<file path="src/rtl/wb_mux_pkg.sv">
// Shared types and constants for the Wishbone slave multiplexer and its
// address decoder.
package wb_mux_pkg;

   localparam int          WB_AW        = 32;
   localparam int          WB_DW        = 32;
   localparam logic [31:0] ERR_DATA_DEF = 32'hDEAD_BEEF;

   typedef enum logic [1:0] {
      ST_IDLE = 2'd0,
      ST_BUSY = 2'd1,
      ST_RESP = 2'd2
   } state_t;

   // Ceiling log2 for elaboration-time widths; returns 0 for n <= 1.
   function automatic int clog2(input int n);
      int r;
      r = 0;
      for (int i = 0; i < 31; i++) begin
         if ((32'sd1 <<< i) < n) begin
            r = i + 1;
         end else begin
            r = r;
         end
      end
      return r;
   endfunction

endpackage

</file>
<file path="src/rtl/wb_slave_mux_if.sv">
// Bus bundle between the MGMT-side Wishbone port and the downstream slaves.
// The mux takes the slave modport; the upstream master and slaves take master.
interface wb_slave_mux_if
   import wb_mux_pkg::*;
#(
   parameter int NUM_SLV = 2
);
   logic                     wbs_cyc_i;
   logic                     wbs_stb_i;
   logic                     wbs_we_i;
   logic [3:0]               wbs_sel_i;
   logic [WB_AW-1:0]         wbs_adr_i;
   logic [WB_DW-1:0]         wbs_dat_i;
   logic                     wbs_ack_o;
   logic [WB_DW-1:0]         wbs_dat_o;
   logic [NUM_SLV-1:0]       slv_cyc_o;
   logic [NUM_SLV-1:0]       slv_stb_o;
   logic                     slv_we_o;
   logic [3:0]               slv_sel_o;
   logic [WB_AW-1:0]         slv_adr_o;
   logic [WB_DW-1:0]         slv_dat_o;
   logic [NUM_SLV-1:0]       slv_ack_i;
   logic [NUM_SLV*WB_DW-1:0] slv_dat_i;

   modport slave (
      input  wbs_cyc_i, wbs_stb_i, wbs_we_i, wbs_sel_i, wbs_adr_i, wbs_dat_i,
      output wbs_ack_o, wbs_dat_o,
      output slv_cyc_o, slv_stb_o, slv_we_o, slv_sel_o, slv_adr_o, slv_dat_o,
      input  slv_ack_i, slv_dat_i
   );

   modport master (
      output wbs_cyc_i, wbs_stb_i, wbs_we_i, wbs_sel_i, wbs_adr_i, wbs_dat_i,
      input  wbs_ack_o, wbs_dat_o,
      input  slv_cyc_o, slv_stb_o, slv_we_o, slv_sel_o, slv_adr_o, slv_dat_o,
      output slv_ack_i, slv_dat_i
   );
endinterface

</file>
<file path="src/rtl/wb_addr_decode.sv">
// Base/mask address decoder: one-hot hit vector with lowest-index priority,
// plus a miss bit when no slot matches.
module wb_addr_decode
   import wb_mux_pkg::*;
#(
   parameter int                 N    = 2,
   parameter logic [N*WB_AW-1:0] BASE = '0,
   parameter logic [N*WB_AW-1:0] MASK = '0
) (
   input  logic [WB_AW-1:0] adr_i,
   output logic [N-1:0]     hit_o,
   output logic             miss_o
);

   logic found_s;

   // Priority compare: once a slot matches, higher slots are masked off.
   always_comb begin
      hit_o   = '0;
      found_s = 1'b0;
      for (int i = 0; i < N; i++) begin
         if (!found_s && ((adr_i & MASK[i*WB_AW +: WB_AW]) == BASE[i*WB_AW +: WB_AW])) begin
            hit_o[i] = 1'b1;
            found_s  = 1'b1;
         end else begin
            found_s  = found_s;
         end
      end
   end

   assign miss_o = ~found_s;

endmodule

</file>
<file path="src/rtl/wb_slave_mux.sv">
// One Wishbone slave port fanned out to NUM_SLV slaves by base/mask map, with
// a registered response, an access watchdog and a sticky error capture.
module wb_slave_mux
   import wb_mux_pkg::*;
#(
   parameter int                       NUM_SLV  = 2,
   parameter logic [NUM_SLV*WB_AW-1:0] SLV_BASE = {32'h3800_0000, 32'h3000_0000},
   parameter logic [NUM_SLV*WB_AW-1:0] SLV_MASK = {32'hFF00_0000, 32'hFFFF_0000},
   parameter int                       TIMEOUT  = 255,
   parameter logic [WB_DW-1:0]         ERR_DATA = ERR_DATA_DEF
) (
   input  logic             wb_clk_i,
   input  logic             wb_rst_i,
   wb_slave_mux_if.slave    bus,
   input  logic             err_clr_i,
   output logic             err_o,
   output logic [WB_AW-1:0] err_adr_o
);

   localparam int              CNT_W    = clog2(TIMEOUT + 1);
   localparam logic [CNT_W-1:0] CNT_LAST = CNT_W'(TIMEOUT - 1);

   state_t             state_q;
   logic [CNT_W-1:0]   cnt_q;
   logic [NUM_SLV-1:0] slot_q;
   logic [NUM_SLV-1:0] cyc_q;
   logic [WB_AW-1:0]   adr_q;
   logic [WB_DW-1:0]   wdat_q;
   logic [WB_DW-1:0]   rdat_q;
   logic [3:0]         sel_q;
   logic               we_q;
   logic               ack_q;
   logic               err_q;
   logic [WB_AW-1:0]   err_adr_q;

   logic [NUM_SLV-1:0] hit_s;
   logic               miss_s;
   logic               req_s;
   logic               slv_ack_s;
   logic               timeout_s;
   logic [WB_DW-1:0]   slv_rdat_s;
   logic               err_evt_s;
   logic [WB_AW-1:0]   err_evt_adr_s;

   wb_addr_decode #(
      .N    (NUM_SLV),
      .BASE (SLV_BASE),
      .MASK (SLV_MASK)
   ) u_decode (
      .adr_i  (bus.wbs_adr_i),
      .hit_o  (hit_s),
      .miss_o (miss_s)
   );

   assign req_s     = bus.wbs_cyc_i & bus.wbs_stb_i;
   assign slv_ack_s = |(bus.slv_ack_i & slot_q);
   assign timeout_s = (cnt_q == CNT_LAST);

   // Select the read data of the latched slot; acks from other slots never reach here.
   always_comb begin
      slv_rdat_s = '0;
      for (int i = 0; i < NUM_SLV; i++) begin
         slv_rdat_s = slv_rdat_s | (bus.slv_dat_i[i*WB_DW +: WB_DW] & {WB_DW{slot_q[i]}});
      end
   end

   // Error events: unmapped request in IDLE, or watchdog expiry in BUSY.
   always_comb begin
      err_evt_s     = 1'b0;
      err_evt_adr_s = adr_q;
      case (state_q)
         ST_IDLE: begin
            err_evt_s     = req_s & miss_s;
            err_evt_adr_s = bus.wbs_adr_i;
         end
         ST_BUSY: begin
            err_evt_s     = bus.wbs_cyc_i & ~slv_ack_s & timeout_s;
            err_evt_adr_s = adr_q;
         end
         default: begin
            err_evt_s     = 1'b0;
            err_evt_adr_s = adr_q;
         end
      endcase
   end

   // Transaction FSM with registered slave strobes and master response.
   always_ff @(posedge wb_clk_i or posedge wb_rst_i) begin
      if (wb_rst_i) begin
         state_q <= ST_IDLE;
         cnt_q   <= '0;
         slot_q  <= '0;
         cyc_q   <= '0;
         adr_q   <= '0;
         wdat_q  <= '0;
         rdat_q  <= '0;
         sel_q   <= 4'b0000;
         we_q    <= 1'b0;
         ack_q   <= 1'b0;
      end else begin
         ack_q  <= 1'b0;
         rdat_q <= '0;
         case (state_q)
            ST_IDLE: begin
               cnt_q <= '0;
               if (req_s) begin
                  adr_q  <= bus.wbs_adr_i;
                  sel_q  <= bus.wbs_sel_i;
                  we_q   <= bus.wbs_we_i;
                  slot_q <= hit_s;
                  if (miss_s) begin
                     state_q <= ST_RESP;
                     ack_q   <= 1'b1;
                     rdat_q  <= ERR_DATA;
                  end else begin
                     wdat_q  <= bus.wbs_dat_i;
                     cyc_q   <= hit_s;
                     state_q <= ST_BUSY;
                  end
               end
            end
            ST_BUSY: begin
               if (!bus.wbs_cyc_i) begin
                  cyc_q   <= '0;
                  state_q <= ST_IDLE;
               end else if (slv_ack_s) begin
                  cyc_q   <= '0;
                  state_q <= ST_RESP;
                  ack_q   <= 1'b1;
                  rdat_q  <= we_q ? ERR_DATA : slv_rdat_s;
               end else if (timeout_s) begin
                  cyc_q   <= '0;
                  state_q <= ST_RESP;
                  ack_q   <= 1'b1;
                  rdat_q  <= ERR_DATA;
               end else begin
                  cnt_q   <= cnt_q + CNT_W'(1);
               end
            end
            ST_RESP: begin
               state_q <= ST_IDLE;
            end
            default: begin
               state_q <= ST_IDLE;
               cyc_q   <= '0;
            end
         endcase
      end
   end

   // Sticky error: the first address is kept until cleared; a clear never hides a new error.
   always_ff @(posedge wb_clk_i or posedge wb_rst_i) begin
      if (wb_rst_i) begin
         err_q     <= 1'b0;
         err_adr_q <= '0;
      end else if (err_evt_s && (!err_q || err_clr_i)) begin
         err_q     <= 1'b1;
         err_adr_q <= err_evt_adr_s;
      end else if (err_clr_i && !err_evt_s) begin
         err_q     <= 1'b0;
         err_adr_q <= '0;
      end else begin
         err_q     <= err_q;
         err_adr_q <= err_adr_q;
      end
   end

   // A master abort releases the slave in the same cycle, ahead of the register.
   assign bus.slv_cyc_o = cyc_q & {NUM_SLV{bus.wbs_cyc_i}};
   assign bus.slv_stb_o = cyc_q & {NUM_SLV{bus.wbs_cyc_i}};
   assign bus.slv_we_o  = we_q;
   assign bus.slv_sel_o = sel_q;
   assign bus.slv_adr_o = adr_q;
   assign bus.slv_dat_o = wdat_q;
   assign bus.wbs_ack_o = ack_q;
   assign bus.wbs_dat_o = rdat_q;
   assign err_o         = err_q;
   assign err_adr_o     = err_adr_q;

endmodule

</file>
<file path="src/flat_wrapper.sv">
// flat-port wrapper written by rule: the top's interface ports become plain ports
module wb_slave_mux_flat import wb_mux_pkg::*;
#(
   parameter int                       NUM_SLV  = 2,
   parameter logic [NUM_SLV*WB_AW-1:0] SLV_BASE = {32'h3800_0000, 32'h3000_0000},
   parameter logic [NUM_SLV*WB_AW-1:0] SLV_MASK = {32'hFF00_0000, 32'hFFFF_0000},
   parameter int                       TIMEOUT  = 255,
   parameter logic [WB_DW-1:0]         ERR_DATA = ERR_DATA_DEF
)
  (wb_clk_i, wb_rst_i, err_clr_i, err_o, err_adr_o, bus_wbs_cyc_i, bus_wbs_stb_i, bus_wbs_we_i, bus_wbs_sel_i, bus_wbs_adr_i, bus_wbs_dat_i, bus_wbs_ack_o, bus_wbs_dat_o, bus_slv_cyc_o, bus_slv_stb_o, bus_slv_we_o, bus_slv_sel_o, bus_slv_adr_o, bus_slv_dat_o, bus_slv_ack_i, bus_slv_dat_i);
  wb_slave_mux_if #(.NUM_SLV(NUM_SLV)) bus_i ();
  input  logic wb_clk_i;
  input  logic wb_rst_i;
  input  logic err_clr_i;
  output logic err_o;
  output logic [WB_AW-1:0] err_adr_o;
  input wire logic [$bits(bus_i.wbs_cyc_i)-1:0] bus_wbs_cyc_i;
  input wire logic [$bits(bus_i.wbs_stb_i)-1:0] bus_wbs_stb_i;
  input wire logic [$bits(bus_i.wbs_we_i)-1:0] bus_wbs_we_i;
  input wire logic [$bits(bus_i.wbs_sel_i)-1:0] bus_wbs_sel_i;
  input wire logic [$bits(bus_i.wbs_adr_i)-1:0] bus_wbs_adr_i;
  input wire logic [$bits(bus_i.wbs_dat_i)-1:0] bus_wbs_dat_i;
  output wire logic [$bits(bus_i.wbs_ack_o)-1:0] bus_wbs_ack_o;
  output wire logic [$bits(bus_i.wbs_dat_o)-1:0] bus_wbs_dat_o;
  output wire logic [$bits(bus_i.slv_cyc_o)-1:0] bus_slv_cyc_o;
  output wire logic [$bits(bus_i.slv_stb_o)-1:0] bus_slv_stb_o;
  output wire logic [$bits(bus_i.slv_we_o)-1:0] bus_slv_we_o;
  output wire logic [$bits(bus_i.slv_sel_o)-1:0] bus_slv_sel_o;
  output wire logic [$bits(bus_i.slv_adr_o)-1:0] bus_slv_adr_o;
  output wire logic [$bits(bus_i.slv_dat_o)-1:0] bus_slv_dat_o;
  input wire logic [$bits(bus_i.slv_ack_i)-1:0] bus_slv_ack_i;
  input wire logic [$bits(bus_i.slv_dat_i)-1:0] bus_slv_dat_i;
  assign bus_i.wbs_cyc_i = bus_wbs_cyc_i;
  assign bus_i.wbs_stb_i = bus_wbs_stb_i;
  assign bus_i.wbs_we_i = bus_wbs_we_i;
  assign bus_i.wbs_sel_i = bus_wbs_sel_i;
  assign bus_i.wbs_adr_i = bus_wbs_adr_i;
  assign bus_i.wbs_dat_i = bus_wbs_dat_i;
  assign bus_wbs_ack_o = bus_i.wbs_ack_o;
  assign bus_wbs_dat_o = bus_i.wbs_dat_o;
  assign bus_slv_cyc_o = bus_i.slv_cyc_o;
  assign bus_slv_stb_o = bus_i.slv_stb_o;
  assign bus_slv_we_o = bus_i.slv_we_o;
  assign bus_slv_sel_o = bus_i.slv_sel_o;
  assign bus_slv_adr_o = bus_i.slv_adr_o;
  assign bus_slv_dat_o = bus_i.slv_dat_o;
  assign bus_i.slv_ack_i = bus_slv_ack_i;
  assign bus_i.slv_dat_i = bus_slv_dat_i;
  wb_slave_mux #(.NUM_SLV(NUM_SLV), .SLV_BASE(SLV_BASE), .SLV_MASK(SLV_MASK), .TIMEOUT(TIMEOUT), .ERR_DATA(ERR_DATA)) u_core (.wb_clk_i(wb_clk_i), .wb_rst_i(wb_rst_i), .bus(bus_i), .err_clr_i(err_clr_i), .err_o(err_o), .err_adr_o(err_adr_o));
endmodule
</file>
<file path="config.mk">
export PLATFORM = sky130hd
export DESIGN_NAME = wb_slave_mux_flat
export DESIGN_NICKNAME = d
export VERILOG_FILES = /design/src/rtl/wb_mux_pkg.sv /design/src/rtl/wb_slave_mux_if.sv /design/src/rtl/wb_addr_decode.sv /design/src/rtl/wb_slave_mux.sv /design/src/flat_wrapper.sv
export SDC_FILE = /design/constraint.sdc
export NUM_CORES = 1
export LEC_CHECK = 0
export BUFFER_PORTS_ARGS = -buffer_cell sky130_fd_sc_hd__buf_2
export CAP_MARGIN = 10
export CORE_MARGIN = 4
export CORE_UTILIZATION = 52
export DETAILED_ROUTE_END_ITERATION = 10
export MAX_ROUTING_LAYER = met4
export PLACE_DENSITY_LB_ADDON = 0.25
export SLEW_MARGIN = 20
export SYNTH_ARGS = -nofsm -noshare
export SYNTH_HDL_FRONTEND = slang
export SYNTH_SLANG_ARGS = --single-unit
</file>
<file path="constraint.sdc">
create_clock -name wb_clk_i -period 9.9 [get_ports wb_clk_i]
set_clock_uncertainty 0.2 [all_clocks]
set_input_delay 1.485 -clock wb_clk_i [delete_from_list [all_inputs] [get_ports wb_clk_i]]
set_output_delay 1.485 -clock wb_clk_i [all_outputs]
set_load 0.005 [all_outputs]
</file>
==> results.md <==
- Post-CTS sizing: 0
- Clock latency on the worst-skew pair: 0.41 ns
- Vias in the first global route: 5782
- Max-cap viol count: 0
- Min-Delay Path Class: flop to flop
- Met1 wire length: 7380 µm
- Slowest cell on crit path: a31oi_4
- Worst endpoint required time: 9.93 ns
- Wire length per cell: between 15 and 20 µm
- Die span in x: 120 µm
- CTS Buf Count: 17
- ANT nets after route: 0
- Syn nets: 725
- RSZ-0062 raised after global routing: false
- Worst path arrival time: 3.96 ns
- Outcome: completed
- WL final: between 15000 and 20000 µm
- Final Slew Violations: 0
- Met2 routed WL: around 10000 µm
- Final setup vio count: 0
- Top Layer Used: met4
- Vias: 5582
- Sink Count: 149
- F_max: between 200 and 300 MHz
- Clock transition at path regs: 0.06 ns
- WS Path Type: input port to flop
- Relative slew slack: 37.4%
- Final Cycle Share: between 30 and 40%
- CP Cell Sequence: buf_2, and4bb_2, o21ai_0, a31oi_4, o32ai_1
- Setup crit start: bus_wbs_cyc_i
- Avg Synthesized Cell Area: about 11 µm²
- I/O Pins: between 200 and 300
- Crit path time final: 3.93 ns
- Final HPWL DP: 13800 µm
- Router iterations before antenna repair: 5
- Pleak: 4.69 nW
- DRT iter0 DRCs: 330
- All-Layer GR Usage: 27.5%
- Top delay family on crit path: compound AO/OA/AOI/OAI gates
- Fill cell count: 955
- Number of enable flip-flop cells after synthesis: 0
- Row count: 40
- Core box area: 12200 µm²
- Via density per instance: 5.48
- Remaining Overflow, GRT: 0
- Hold_sp: u_core.bus.slv_sel_o[2]
- Crit start category: input port
- Crit-path max FO: 39
- Die H: 120 µm
- Ys Warns: 0
- Post-Synthesis Cells: just under 600
- Initial Util: between 50% and 60%
- Worst reg2reg path startpoint: u_core.state_q[1]
- Post-route worst setup slack: 5.97 ns
- Fraction of registers with async set/reset: 100%
- Met3 Wirelength: 1440 µm
- Post-synthesis register bit count: 149
- Top FF cell, synth: dfrtp_1
- CTS tree: built
- Seq/Total Area, Yosys: 57.1%
- CP max stage delay: around 0.86 ns
- Max VDD drop: 0.109 mV
- Share of cells above drive strength 1: 42.7%
- Clock root cell: clkbuf_16
- Fin Setup TNS: 0 ns
- Synth unique cells: 49
- Crit. End Element: flop
- DRC errors left: 0
- # nets final: slightly below 1000
- Pre-CTS setup slack: 5.47 ns
- Power per cell area: 179 nW/µm²
- H-Tree Depth: 4
- Initial antenna violation count: 1
- CTS Hold Bufs: 0
- Worst-Margin Slew: around 0.94 ns
- Setup Fix Bufs, Post-CTS: 0
- Mapped Area: roughly 6500 µm²
- CTS Buffer Depth: 2
- Buffers on Ports: ~280
- Largest net degree at the start of global routing: 80
- Die area: 14400 µm²
- Hold Vio Cnt, Final: 0
- Area Overhead vs Synth: 30.9%
- Buffers and inverters on the worst path: 1
- First-pass GRT wire length: 30200 µm
- Placer Congestion: roughly 0.84
[synth_stat cells (2+ instances only)]
library cell	n	share of area (%)
a21oi_1	6	0.46
a221oi_1	24	3.2
a22oi_1	8	0.92
and2_1	2	0.19
buf_1	3	0.17
buf_2	4	0.31
buf_4	3	0.35
buf_6	8	1.4
clkbuf_1	30	1.7
dfrtp_1	149	57
ha_1	2	0.38
inv_1	5	0.29
mux2_2	32	5.5
mux2i_1	32	4.9
nand2_1	124	7.1
nand2b_1	33	3.2
nand3_1	4	0.31
nand4bb_1	3	0.52
nor2_1	10	0.58
nor3_1	2	0.15
nor4_1	2	0.19
o21ai_0	31	2.4
o311ai_0	3	0.40
o32ai_1	31	4.2
or2_2	3	0.29
or3_1	6	0.58
[per-layer routing]
metal | vias up | GRT usage, %
li1 | 2588 | -
met4 | 0 | 9.09
met5 | - | -
met2 | 256 | 46.3
met3 | 21 | 6.74
met1 | 2717 | 32.6
[stage by stage]
stage / cell area [µm²] / util [%] / std cells / total power [mW] / hold WS, ns
floorplan: 6530 / - / 583 / 0.785 / 0.270
global placement: 7940 / 65.3 / 986 / 0.885 / 0.262
detailed placement: 7940 / 65.3 / 986 / 0.893 / 0.267
CTS: 8540 / 70.2 / 1018 / 1.54 / 0.279
global route: 8540 / 70.3 / 1019 / 1.60 / 0.310
finish: 8540 / 70.3 / 1019 / 1.53 / 0.277
[cell families (layout without fill, tap and decap cells)]
group                      after synthesis  in the layout  synth area share, %
and+or+nand+nor                        200            200                 14.6
DFF                                    149            149                 57.1
AOI/OAI and AO/OA                      113            113                 12.9
muxes                                   65             65                 10.6
buffers and inverters                   54            321                 4.30
adders and majority gates                2              2                0.383
other                                    0              1                    0
[cell usage in the layout, fill, tap and decap left out, types with 2 or more instances in the layout]
cell type	netlist	final
inv_1	5	4
mux2_2	32	32
clkinv_2	0	8
buf_2	4	278
o21ai_0	31	31
nand2_1	124	124
nor4_1	2	2
o32ai_1	31	31
or3_1	6	6
a22oi_1	8	8
clkbuf_8	0	3
a221oi_1	24	24
and2_1	2	2
dfrtp_1	149	147
bufinv_16	0	3
nor2_1	10	10
buf_4	3	6
or2_2	3	3
a21oi_1	6	6
ha_1	2	2
clkbuf_16	0	17
nand3_1	4	4
nand2b_1	33	33
nand4bb_1	3	2
mux2i_1	32	32
nor3_1	2	2
dfrtp_2	0	2
o311ai_0	3	3
[cell type report]
type	instances	area, µm²	share of cell area (%)
repair buffers	284	1440	16.8
clock inverters	11	130	1.52
inverters	5	23.8	0.278
clock buffers	21	470	5.51
well taps	168	210	2.46
multi-input cells	380	2540	29.7
diodes	1	2.50	0.0293
flip-flops and latches	149	3730	43.7
[registers in the layout, indices dropped and copies added, names as in the netlist, 2 cells and up]
name and flops:
u_core.bus.wbs_dat_o 32, u_core.err_adr_o 32, u_core.bus.slv_dat_o 32, u_core.bus.slv_adr_o 32
u_core.cyc_q 2, u_core.bus.slv_sel_o 4, u_core.state_q 2, u_core.slot_q 2
u_core.cnt_q 8
[worst min-delay path: stages, from the launching register on]
cell and delay [ns]:
dfrtp_1 0.34, nand2_1 0.05, nand2_1 0.05
[path summary, 6_finish.rpt]
path / to / slack [ns] / depth (start not counted)
min: u_core.bus.slv_sel_o[2] / 0.28 / 2
max: u_core.err_adr_o[19] / 5.97 / 5
max reg2reg: u_core.err_adr_o[19] / 6.58 / 5
max in group asynchronous: u_core.bus.slv_dat_o[5] / 7.11 / 3
min reg2reg: u_core.bus.slv_sel_o[2] / 0.28 / 2
min in group asynchronous: u_core.bus.wbs_dat_o[24] / 0.99 / 2
[power by group]
group          switching [mW]  leakage [nW]  internal (mW)
clock                   0.237         0.306          0.413
sequential             0.0337          1.96          0.657
combinational           0.103          2.42         0.0884
total                   0.373          4.69           1.16
Power figures use the tool's default switching activity.
